==> config.mk <==
export PLATFORM = sky130hd
export DESIGN_NAME = bus_arbiter
export DESIGN_NICKNAME = d
export VERILOG_FILES = /design/src/rtl/bus_arbiter_pkg.sv /design/src/rtl/bus_arbiter.sv
export SDC_FILE = /design/constraint.sdc
export NUM_CORES = 1
export LEC_CHECK = 0
export CAP_MARGIN = 20
export CELL_PAD_IN_SITES_DETAIL_PLACEMENT = 1
export CELL_PAD_IN_SITES_GLOBAL_PLACEMENT = 2
export CORE_MARGIN = 2
export CORE_UTILIZATION = 23
export CTS_CLUSTER_DIAMETER = 120
export DETAILED_ROUTE_END_ITERATION = 6
export PLACE_DENSITY_LB_ADDON = 0.2
export SLEW_MARGIN = 15
export SYNTH_ARGS = -nofsm -noshare
export SYNTH_HDL_FRONTEND = slang
export SYNTH_SLANG_ARGS = --single-unit
==> constraint.sdc <==
create_clock -name clk -period 4.13 [get_ports clk]
set_input_delay 0.413 -clock clk [delete_from_list [all_inputs] [get_ports clk]]
set_output_delay 0.413 -clock clk [all_outputs]
set_load 0.03 [all_outputs]
==> src/rtl/bus_arbiter_pkg.sv <==
// rtl/bus_arbiter_pkg.sv - shared types and constants for the IF/MEM bus arbiter
//
// Holds the arbiter state encoding, the control-level constants shared with
// the pipeline (reset level, stall level, zero word, stall-vector indices),
// and the registered bus request bundle with a small constructor helper.
package bus_arbiter_pkg;

    localparam logic        RST_ENABLE = 1'b0;
    localparam logic        NO_STOP    = 1'b0;
    localparam logic [31:0] ZERO_WORD  = 32'h0000_0000;
    localparam logic [3:0]  SEL_WORD   = 4'b1111;

    // Positions inside the 6-bit pipeline stall vector.
    localparam int STALL_IF  = 1;
    localparam int STALL_MEM = 4;

    typedef enum logic [2:0] {
        ST_IDLE      = 3'd0,
        ST_DBUS      = 3'd1,
        ST_IBUS      = 3'd2,
        ST_DDONE     = 3'd3,
        ST_IDONE     = 3'd4,
        ST_FLUSHWAIT = 3'd5
    } arb_state_t;

    // Everything the arbiter drives onto the shared bus, kept as one register.
    typedef struct packed {
        logic        cyc;
        logic        stb;
        logic        we;
        logic [3:0]  sel;
        logic [31:0] addr;
        logic [31:0] wdata;
    } bus_req_t;

    // A freshly opened bus cycle: strobes raised with the given attributes.
    function automatic bus_req_t bus_open(
        input logic        we,
        input logic [3:0]  sel,
        input logic [31:0] addr,
        input logic [31:0] wdata
    );
        bus_req_t r;
        r.cyc   = 1'b1;
        r.stb   = 1'b1;
        r.we    = we;
        r.sel   = sel;
        r.addr  = addr;
        r.wdata = wdata;
        return r;
    endfunction

    // States in which a bus cycle is outstanding and bus_ack is meaningful.
    function automatic logic is_bus_state(input arb_state_t s);
        return (s == ST_DBUS) || (s == ST_IBUS) || (s == ST_FLUSHWAIT);
    endfunction

endpackage

==> src/rtl/bus_arbiter.sv <==
// rtl/bus_arbiter.sv - single shared memory bus arbiter between fetch (IF) and data (MEM)
//
// Ports:
//   clk, rst                 clock, synchronous active-low reset
//   stall[5:0], flush        pipeline control (stall[1] = if, stall[4] = mem)
//   if_ce, if_addr           fetch request        -> if_rdata, stallreq_if
//   mem_ce/we/sel/addr/wdata data request         -> mem_rdata, stallreq_mem
//   bus_cyc/stb/we/sel/addr/wdata  registered master side of the shared bus
//   bus_rdata, bus_ack       slave read data and completion
//
// One transaction at a time; the data side wins when both ask in the same
// cycle. A flush never aborts a bus cycle already issued: the arbiter parks
// in FLUSHWAIT until the slave acks, then drops the returned data.
module bus_arbiter
    import bus_arbiter_pkg::*;
(
    input  logic        clk,
    input  logic        rst,
    input  logic [5:0]  stall,
    input  logic        flush,

    input  logic        if_ce,
    input  logic [31:0] if_addr,
    output logic [31:0] if_rdata,
    output logic        stallreq_if,

    input  logic        mem_ce,
    input  logic        mem_we,
    input  logic [3:0]  mem_sel,
    input  logic [31:0] mem_addr,
    input  logic [31:0] mem_wdata,
    output logic [31:0] mem_rdata,
    output logic        stallreq_mem,

    output logic        bus_cyc,
    output logic        bus_stb,
    output logic        bus_we,
    output logic [3:0]  bus_sel,
    output logic [31:0] bus_addr,
    output logic [31:0] bus_wdata,
    input  logic [31:0] bus_rdata,
    input  logic        bus_ack
);

    arb_state_t state;
    arb_state_t state_nxt;

    bus_req_t   bus_q;
    bus_req_t   bus_d;

    logic start_d;
    logic start_i;
    logic bus_done;
    logic cap_d;
    logic cap_i;

    // Only the IF and MEM stall bits matter to the arbiter.
    logic stall_unused;
    assign stall_unused = ^{stall[5], stall[3:2], stall[0]};

    // ------------------------------------------------------------------
    // State register
    // ------------------------------------------------------------------
    always_ff @(posedge clk) begin
        if (rst == RST_ENABLE) begin
            state <= ST_IDLE;
        end else begin
            state <= state_nxt;
        end
    end

    // ------------------------------------------------------------------
    // Next-state logic; flush is evaluated before stall or new requests.
    // ------------------------------------------------------------------
    always_comb begin
        state_nxt = state;
        case (state)
            ST_IDLE: begin
                if (!flush) begin
                    if (mem_ce) begin
                        state_nxt = ST_DBUS;
                    end else if (if_ce) begin
                        state_nxt = ST_IBUS;
                    end
                end
            end
            ST_DBUS: begin
                if (flush) begin
                    state_nxt = bus_ack ? ST_IDLE : ST_FLUSHWAIT;
                end else if (bus_ack) begin
                    state_nxt = ST_DDONE;
                end
            end
            ST_IBUS: begin
                if (flush) begin
                    state_nxt = bus_ack ? ST_IDLE : ST_FLUSHWAIT;
                end else if (bus_ack) begin
                    state_nxt = ST_IDONE;
                end
            end
            ST_DDONE: begin
                if (flush || (stall[STALL_MEM] == NO_STOP)) begin
                    state_nxt = ST_IDLE;
                end
            end
            ST_IDONE: begin
                if (flush || (stall[STALL_IF] == NO_STOP)) begin
                    state_nxt = ST_IDLE;
                end
            end
            ST_FLUSHWAIT: begin
                if (bus_ack) begin
                    state_nxt = ST_IDLE;
                end
            end
            default: state_nxt = ST_IDLE;
        endcase
    end

    // ------------------------------------------------------------------
    // Output logic: stall requests, bus register next value, capture strobes
    // ------------------------------------------------------------------
    always_comb begin
        // A requester is released only once its result is parked in a DONE
        // state; FLUSHWAIT keeps any new request waiting behind the old cycle.
        stallreq_mem = mem_ce && (state != ST_DDONE);
        stallreq_if  = if_ce  && (state != ST_IDONE);

        start_d  = (state == ST_IDLE) && !flush && mem_ce;
        start_i  = (state == ST_IDLE) && !flush && !mem_ce && if_ce;
        bus_done = is_bus_state(state) && bus_ack;

        // Data returned during a flush belongs to a squashed instruction.
        cap_d = (state == ST_DBUS) && bus_ack && !flush;
        cap_i = (state == ST_IBUS) && bus_ack && !flush;

        bus_d = bus_q;
        if (start_d) begin
            bus_d = bus_open(mem_we, mem_sel, mem_addr, mem_wdata);
        end else if (start_i) begin
            bus_d = bus_open(1'b0, SEL_WORD, if_addr, ZERO_WORD);
        end else if (bus_done) begin
            // Address/sel/wdata are left as they were; only the strobes close.
            bus_d.cyc = 1'b0;
            bus_d.stb = 1'b0;
            bus_d.we  = 1'b0;
        end
    end

    // ------------------------------------------------------------------
    // Registered bus outputs and read-data holding registers
    // ------------------------------------------------------------------
    always_ff @(posedge clk) begin
        if (rst == RST_ENABLE) begin
            bus_q     <= '0;
            if_rdata  <= ZERO_WORD;
            mem_rdata <= ZERO_WORD;
        end else begin
            bus_q <= bus_d;
            if (cap_d) begin
                mem_rdata <= bus_rdata;
            end
            if (cap_i) begin
                if_rdata <= bus_rdata;
            end
        end
    end

    assign bus_cyc   = bus_q.cyc;
    assign bus_stb   = bus_q.stb;
    assign bus_we    = bus_q.we;
    assign bus_sel   = bus_q.sel;
    assign bus_addr  = bus_q.addr;
    assign bus_wdata = bus_q.wdata;

endmodule

# [Yosys cells after proc, flatten, opt, wreduce, memory -nomap -nowiden]
# Cells that the tools add are included.
[totals] register_bits=138 in_bits=145 output_inout_bits=137
[op_classes] n_eq_ne=14 muxes=16 n_bitwise=2 reduce_logical=21
[ops] operator="$mux W71" count=1
[ops] operator="$mux W68" count=1
[ops] operator="$mux W3" count=13
[ops] operator="$pmux W3 S6" count=1
[ops] operator="$ne A3 B3 Y1 const B" count=4
[ops] operator="$logic_and A1 B1 Y1" count=11
[ops] operator="$ne A2 B2 Y1 const B" count=4
[ops] operator="$reduce_and A7 Y1" count=1
[ops] operator="$eq A3 B2 Y1 const B" count=2
[ops] operator="$eq A3 B3 Y1 const B" count=2
[ops] operator="$logic_or A1 B1 Y1" count=4
[ops] operator="$eq A3 B1 Y1 const B" count=1
[ops] operator="$logic_not A3 Y1" count=1
[ops] operator="$ne A3 B2 Y1 const B" count=1
[ops] operator="$reduce_bool A3 Y1" count=1
[ops] operator="$logic_not A1 Y1" count=2
[ops] operator="$not A1 Y1" count=2
[ops] operator="$reduce_bool A2 Y1" count=1

# [Longest topological paths before layout]
# Gate-level depths: netlist (run 1).
[logic_depth] word_depth=7 ltp_mapped=8 mapped_depth_nobuf=4

# [Worst setup path before layout (run 1)]
# No wires, ideal clock.
[synth_path] path_type="reg2reg" from="reg state[2]" to="reg bus_q, in the netlist bus_addr[13]" t_arrival_ps=1356 required_ps=3983 path_slack_ps=2628 path_stages_with_launch=7 n_path_buf=3 cell_sequence="dfxtp_1 -> buf_6 -> nor4_4 -> nor2b_1 -> buf_4 -> buf_2 -> a311oi_2"
[synth_via] elab_chain_len=5 elab_cells_between_ends=7 cone_classes="mux: 1; reduce/logical: 6"
[synth_rtl] item="start, declared" line_no="bus_arbiter.sv:45" text="arb_state_t state;"
[synth_rtl] item="start signal, assigned" line_no="bus_arbiter.sv:68" text="state <= state_nxt;"
[synth_rtl] item="$logic_not A3 Y1 (*)" line_no="bus_arbiter.sv:129, bus_arbiter.sv:130"
[synth_rtl] item="$logic_and A1 B1 Y1 (*)" line_no="bus_arbiter.sv:129, bus_arbiter.sv:130"
[synth_rtl] item="$logic_and A1 B1 Y1 (2 in a row)" line_no="bus_arbiter.sv:130" text="start_i = (state == ST_IDLE) && !flush && !mem_ce && if_ce;"
[synth_rtl] item="$reduce_bool A2 Y1 (no source line)"
[synth_rtl] item="end signal, assigned" line_no="bus_arbiter.sv:159" text="bus_q <= bus_d;"
[synth_rtl] item="end, declared" line_no="bus_arbiter.sv:48" text="bus_req_t bus_q;"
# Mark *: on every way between the ends. The rest lies on a longest branch, timed or not.
# A chain may end at the register's enable or synchronous reset.

# [Worst setup path in the final report (run 1)]
[layout_path] from="reg state[0]" to="out stallreq_mem"
[layout_via] elab_chain_len=2
[layout_rtl] item="$ne A3 B2 Y1" line_no="bus_arbiter.sv:126" text="stallreq_mem = mem_ce && (state != ST_DDONE);"
[layout_rtl] item="$logic_and A1 B1 Y1" line_no="bus_arbiter.sv:126"
[layout_rtl] item="end, declared" line_no="bus_arbiter.sv:33" text="output logic stallreq_mem,"
# No other way between the ends.

==> results of run 1 <==
[worst min-delay path by stage]
stage               slack, ns                         end  depth (start not counted)
global placement         0.44  mem_rdata[20]$_SDFFE_PN0P_                          2
CTS                      0.46  mem_rdata[29]$_SDFFE_PN0P_                          2
finish                   0.45  mem_rdata[29]$_SDFFE_PN0P_                          2
detailed placement       0.45  mem_rdata[29]$_SDFFE_PN0P_                          2
global route             0.47   if_rdata[11]$_SDFFE_PN0P_                          2
floorplan                0.55    if_rdata[0]$_SDFFE_PN0P_                          2
[cell usage in the layout, fill, tap and decap left out, types with 2 or more instances in the layout]
| cell type | synthesis | layout |
|---|---|---|
| sky130_fd_sc_hd__a21oi_1 | 68 | 68 |
| sky130_fd_sc_hd__a22oi_1 | 32 | 32 |
| sky130_fd_sc_hd__a311oi_1 | 8 | 8 |
| sky130_fd_sc_hd__a311oi_2 | 24 | 24 |
| sky130_fd_sc_hd__and2_1 | 3 | 2 |
| sky130_fd_sc_hd__buf_4 | 5 | 13 |
| sky130_fd_sc_hd__clkbuf_16 | 0 | 17 |
| sky130_fd_sc_hd__clkdlybuf4s50_1 | 0 | 277 |
| sky130_fd_sc_hd__clkinvlp_4 | 0 | 6 |
| sky130_fd_sc_hd__dfxtp_1 | 137 | 137 |
| sky130_fd_sc_hd__inv_6 | 0 | 5 |
| sky130_fd_sc_hd__inv_8 | 0 | 2 |
| sky130_fd_sc_hd__mux2i_1 | 3 | 3 |
| sky130_fd_sc_hd__nand2_1 | 198 | 198 |
| sky130_fd_sc_hd__nand2b_1 | 4 | 4 |
| sky130_fd_sc_hd__nor2_1 | 74 | 74 |
| sky130_fd_sc_hd__nor2b_1 | 3 | 2 |
| sky130_fd_sc_hd__nor3b_1 | 3 | 3 |
| sky130_fd_sc_hd__o21ai_0 | 4 | 4 |
| sky130_fd_sc_hd__o22ai_1 | 4 | 4 |
[per-layer routing]
metal	vias to the layer above	part of all wire, %	track usage [%]
met4	0	0.98	5.11
met2	187	48	28.7
li1	2653	-	-
met1	2600	40	18.2
met5	-	0	0
met3	14	11	8.58
[flip-flops by register name (all words and copies together) (netlist names)]
register / flops
mem_rdata: 32
bus_addr: 32
bus_we: 1
bus_cyc: 1
if_rdata: 32
state: 3
bus_sel: 4
bus_wdata: 32
[area by class of cell]
cell class                      count  area, µm²  share of cell area (%)
Tap cell                          285        357                    4.03
Multi-Input combinational cell    440       2320                    26.2
Timing Repair Buffer              290       2870                    32.5
Inverter                            2       10.0                   0.113
Clock inverter                     14        116                    1.32
Clock buffer                       18        429                    4.85
Sequential cell                   137       2740                    31.0
[where the power goes]
part           internal, mW  leakage [nW]  switching (mW)  total (mW)
registers              1.52          1.12           0.150        1.67
clock network         0.782         0.250           0.653        1.44
logic                 0.743          1.70            1.08        1.82
[stage by stage]
stage | instance area, µm² | total power, mW | instances | hold slack, ns | util, %
2_1_floorplan | 5350 | 2.83 | 634 | 0.549 | -
3_3_place_gp | 8300 | 3.49 | 1154 | 0.441 | 36.5
3_5_place_dp | 8300 | 3.55 | 1154 | 0.447 | 36.5
4_1_cts | 8840 | 5.01 | 1186 | 0.456 | 38.9
5_1_grt | 8840 | 5.23 | 1186 | 0.470 | 38.9
6_report | 8840 | 4.93 | 1186 | 0.453 | 38.9
[cells by family (layout without fill, tap and decap cells)]
logic type | count (synthesis) | after routing
AOI/OAI and AO/OA | 145 | 145
buffers and inverters | 57 | 324
DFF | 137 | 137
muxes | 3 | 3
and+or+nand+nor | 292 | 292
[worst max-delay path, stage by stage (launching register included)]
cell                              delay (ns)
sky130_fd_sc_hd__dfxtp_1                0.64
sky130_fd_sc_hd__nand3b_1               0.17
sky130_fd_sc_hd__and2_1                 0.19
sky130_fd_sc_hd__clkdlybuf4s50_1        0.62
==> results.md, run 1 <==
- Combined area of all synthesized cells: roughly 5300 µm²
- Library cell used as clock root buffer: sky130_fd_sc_hd__clkbuf_16
- Post-Place Worst Slack: about 1.2 ns
- CP Launch Point: state[0]$_SDFFE_PN0P_
- Clock buffer depth: 2
- Main combinational cell family by area after synthesis: simple AND/OR/NAND/NOR gates
- Pin count of the biggest net entering global routing: 61
- CTS HTree Levels: 4
- CP Max Fanout: 15
- Most frequent cells after synthesis: sky130_fd_sc_hd__nand2_1, sky130_fd_sc_hd__dfxtp_1, sky130_fd_sc_hd__nor2_1
- Max rail drop VDD: ~240 µV
- Cell type with the largest total area after synthesis: sky130_fd_sc_hd__dfxtp_1
- Count of nets left with antenna violations after detail routing: 0
- Flip-flop and latch count after synthesis: about 140
- Count of different cell masters after synthesis: 32
- Worst min-delay path category: register to register
- Share of final-layout standard cells stronger than drive strength 1: roughly 8.3%
- Global-route wire length before repair: about 32000 µm
- Final setup TNS: 0 ns
- Cts repair resizes: 0
- Ys flop type: sky130_fd_sc_hd__dfxtp_1
- Number of I/O port buffers: 277
- Startpoint of the worst hold path: mem_rdata[29]$_SDFFE_PN0P_
- Mux cell area share after synthesis: 0.562%
- Final Worst Setup Slack: approximately 1.7 ns
- Number of max-cap violations: 0
- Total Nets Final: 1033
- Area growth from synthesis to layout: 65.4%
- Count of antenna diodes in the layout: 0
- Last weighted congestion value of the routability-driven placer: 0.740
- Post-DR vias/cell: 4.60
- Number of enable flip-flop cells after synthesis: 0
- Critical path data required time: 3.72 ns
- Cells on worst reg2reg path: 5
- Die span in x: between 150 and 200 µm
- TritonCTS clock tree: yes
- Clock Skew: between 0.01 and 0.015 ns
- Max_slew headroom: roughly 40%
- Via count of the first global-routing pass: between 5000 and 6000
- Top Ports: 282
- Core area: ~23000 µm²
- Part of the Yosys area used for sequential elements: 51.3%
- Termination of the worst setup path: stallreq_mem
- Final number of setup-violating endpoints: 0
- Adder-Cell Fraction of Synth Area: 0%
- Number of antenna violations at the first check in global routing: 0
- 1st-iter DRT viols: 170
- Number of buffers added for setup after CTS: 0
- Final period demand of the worst path: roughly 2.5 ns
- Final period util: 59.8%
- Routed wire length per instance: 17.3 µm
- Sum of routed wire length over all layers: 20500 µm
- Xor/xnor cell area share of the yosys netlist: 0%
- Vias after detailed routing: 5454
- Mean post-synth cell area: roughly 8.4 µm²
- First-pass iteration count of the detailed router: 4
- Die area: 24500 µm²
- Final-report max-slew violation count: 0
- Result of the run: complete, no violations
- Latest clock arrival within the worst-skew pair: about 0.43 ns
- Tightest Pin Transition: ~0.9 ns
- Power density normalized to cell area: 557 nW/µm²
- Hold Vio Cnt, Final: 0
- Highest attainable clock frequency: 405 MHz
- Critical path class: register to primary output
- Cts bufs inserted: 17
- Leakage power of the design: 3.06 nW
- R2r setup slk: around 1.8 ns
- Simple-Gate Fraction of Synth Area: approximately 22%
- Syn Nets: between 700 and 800
- Sort of element at the start of the critical path: register
- Total global routing track utilization: about 17%
- Top cells by area, synth: sky130_fd_sc_hd__dfxtp_1, sky130_fd_sc_hd__nand2_1, sky130_fd_sc_hd__a311oi_2
- Number of instances in the synthesized netlist: between 600 and 700
- Starting density of the core: 23.5%
- Layout fillers: roughly 2600
- Worst Setup End Kind: primary output
- Count leader, synth: sky130_fd_sc_hd__nand2_1
- Proportion of netlist area held by the largest area contributor: 51.3%
- Area fraction in compound gates after synthesis: between 20% and 30%
- Clk sink count: between 100 and 150
- Detailed Place HPWL: 14700 µm
- RSZ-0062 raised after global routing: no
- Clock transition time at the flip-flop clock pins of the worst setup and hold paths: around 0.060 ns
- Reg2reg start: state[1]$_SDFFE_PN0P_
- Synth async-reset ratio: 0%
- Synthesis Warnings: 0
- Overall overflow remaining after global route: 0
- Die span in y: 156 µm
- Worst Path Arrival: about 2.1 ns
- Post-detailed-route DRC marker count: 0
- Worst r2r dst: bus_wdata[10]$_SDFFE_PN0P_
- Standard-cell row count: 55
- Number of buffers added to fix hold violations after cts: 0
No activity file was read; power rests on OpenSTA's default activity.
==> inputs of run 2 (changes only) <==
CORE_UTILIZATION = 19   (was 23)
clock period = 2.1 ns   (was 4.13 ns; I/O delays follow)
==> run 2 against run 1 <==
Sequential share of layout area decreased by 1.3 points. Sequential power up 93%. Combinational power grew 110%. Critical path type is now register to register. First-iteration DRC count is 17% higher. Die area increased by 20%.
==> results.md, run 2 (synthesized netlist as in run 1, its figures left out) <==
- Share of final-layout standard cells stronger than drive strength 1: around a tenth
- Cells on worst reg2reg path: 6
- Final period util: approximately 90%
- Area growth from synthesis to layout: 72.5%
- Final Worst Setup Slack: 0.249 ns
- Core area: 27800 µm²
- Latest clock arrival within the worst-skew pair: 0.42 ns
- Clk sink count: ~140
- Number of buffers added for setup after CTS: 0
- Detailed Place HPWL: 14300 µm
- Via count of the first global-routing pass: 5568
- RSZ-0062 raised after global routing: no
- Worst min-delay path category: input port to register
- Number of I/O port buffers: approximately 280
- Critical path data required time: 2.40 ns
- Number of antenna violations at the first check in global routing: 0
- Final-report max-slew violation count: 0
- Clock buffer depth: 2
- Total global routing track utilization: 13.9%
- Number of buffers added to fix hold violations after cts: 0
- Final number of setup-violating endpoints: 0
- Startpoint of the worst hold path: mem_addr[3]
- Pin count of the biggest net entering global routing: 44
- Post-Place Worst Slack: ~0.11 ns
- Result of the run: complete, no violations
- Most used cells in the layout excluding fill and tap cells: sky130_fd_sc_hd__clkdlybuf4s50_1, sky130_fd_sc_hd__nand2_1, sky130_fd_sc_hd__dfxtp_1, sky130_fd_sc_hd__nor2_1, sky130_fd_sc_hd__a21oi_1
- 1st-iter DRT viols: 199
- Clock transition time at the flip-flop clock pins of the worst setup and hold paths: 0.07 ns
- Worst Setup End Kind: register
- Starting density of the core: just under 20%
- Placed Instance Area: between 8000 and 9000 µm²
- Routed wire length per instance: between 15 and 20 µm
- Clock Skew: between 0.01 and 0.015 ns
- CP Max Fanout: 11
- R2r setup slk: around 0.25 ns
- Sort of element at the start of the critical path: register
- Die span in x: between 150 and 200 µm
- Summed area of non-filler cells in the final layout: 9220 µm²
- Layout fillers: 3254
- Post-detailed-route DRC marker count: 0
- Worst Path Arrival: 2.15 ns
- Reg2reg start: state[2]$_SDFFE_PN0P_
- Library cell used as clock root buffer: sky130_fd_sc_hd__clkbuf_16
- Count of antenna diodes in the layout: 0
- Overall overflow remaining after global route: 0
- Largest stage delay on the critical path: approximately 0.36 ns
- Critical path class: register to register
- Most frequent standard cell in the layout excluding fill and tap cells: sky130_fd_sc_hd__clkdlybuf4s50_1
- Tightest hold margin: around 0.37 ns
- Cell chain of the critical path: buf_4 -> nor4_4 -> nor2b_4 -> buf_4 -> nor2_1 -> a311oi_1
- Buffers & Inverters on Critical Path: 2
- Number of max-cap violations: 0
- Cell family with the largest share of critical-path delay: simple AND/OR/NAND/NOR gates
- Max_slew headroom: 73.7%
- Top Ports: about 280
- Die span in y: 172 µm
- Last weighted congestion value of the routability-driven placer: around 0.7
- Die area: 29500 µm²
- Final period demand of the worst path: 1.85 ns
- First-pass iteration count of the detailed router: 4
- Max rail drop VDD: ~430 µV
- Leakage power of the design: 3.21 nW
- Hold Vio Cnt, Final: 0
- Standard-cell row count: just over 60
- Highest attainable clock frequency: around 540 MHz
- TritonCTS clock tree: yes
- Count of nets left with antenna violations after detail routing: 0
- Global-route wire length before repair: approximately 31000 µm
- Cts bufs inserted: 17
- Vias after detailed routing: 5418
- Most numerous cell on the critical path: sky130_fd_sc_hd__buf_4
- Sum of routed wire length over all layers: ~21000 µm
- CTS HTree Levels: 4
- Worst Hold Endpoint: bus_addr[3]$_SDFFE_PN0P_
- Final setup TNS: 0 ns
- Post-DR vias/cell: between 4 and 5
- Min-Delay Path Depth: 3
- Tightest Pin Transition: between 0.3 and 0.4 ns
- Total Nets Final: around 1000
- Worst r2r dst: bus_addr[1]$_SDFFE_PN0P_
- Critical-path cell with the highest stage delay: sky130_fd_sc_hd__nor4_4
- Power density normalized to cell area: about 1100 nW/µm²
==> run 2: where the power goes <==
part | internal, mW | total, mW | switching (mW)
Sequential | 2.99 | 3.23 | 0.233
Combinational | 1.67 | 3.87 | 2.20
Clock | 1.56 | 2.92 | 1.35
==> run 2: metal layers <==
| metal | GRT usage [%] | part of all wire [%] | vias up |
|---|---|---|---|
| met3 | 6.79 | 10 | 15 |
| li1 | - | - | 2673 |
| met2 | 23.0 | 46 | 190 |
| met4 | 3.69 | 1.4 | 0 |
| met1 | 16.0 | 42 | 2540 |
| met5 | 0 | 0 | - |
==> run 2: stage by stage <==
step                      power [mW]  std cells  util (%)
after floorplan                 5.56        634         -
after global placement          7.21       1257      31.2
after detailed placement        7.23       1257      31.2
after CTS                       10.2       1289      33.2
after global routing            10.6       1289      33.2
final                           10.0       1289      33.2
==> run 2: worst max path at each step <==
stage,startpoint,to,depth (start not counted)
floorplan,state[2]$_SDFFE_PN0P_,bus_addr[13]$_SDFFE_PN0P_,6
global placement,flush,bus_addr[7]$_SDFFE_PN0P_,6
detailed placement,flush,bus_addr[7]$_SDFFE_PN0P_,6
CTS,state[0]$_SDFFE_PN0P_,stallreq_mem,3
global route,state[2]$_SDFFE_PN0P_,bus_addr[1]$_SDFFE_PN0P_,6
finish,state[2]$_SDFFE_PN0P_,bus_addr[1]$_SDFFE_PN0P_,6
==> run 2: area by class of cell <==
type	instances	area, µm²	share of cell area, %
inverter	2	10.0	0.109
sequential	137	2740	29.7
multi-input combinational	440	2320	25.1
clock buffer	17	425	4.61
clock inverter	15	131	1.42
tap	378	473	5.13
timing repair buffer	300	3120	33.8
==> run 2: what timing repair did <==
item,4_1_cts,5_1_grt
setup endpoints to repair,1,1
gates resized for setup,1,1
endpoints found under the hold margin,0,0
==> run 2: tightest hold or removal path: cells and delay by family <==
family	cells	cell delay (ns)
buffers and inverters	1	0.39
AO/OA/AOI/OAI	1	0.08
AND/OR/NAND/NOR	1	0.06
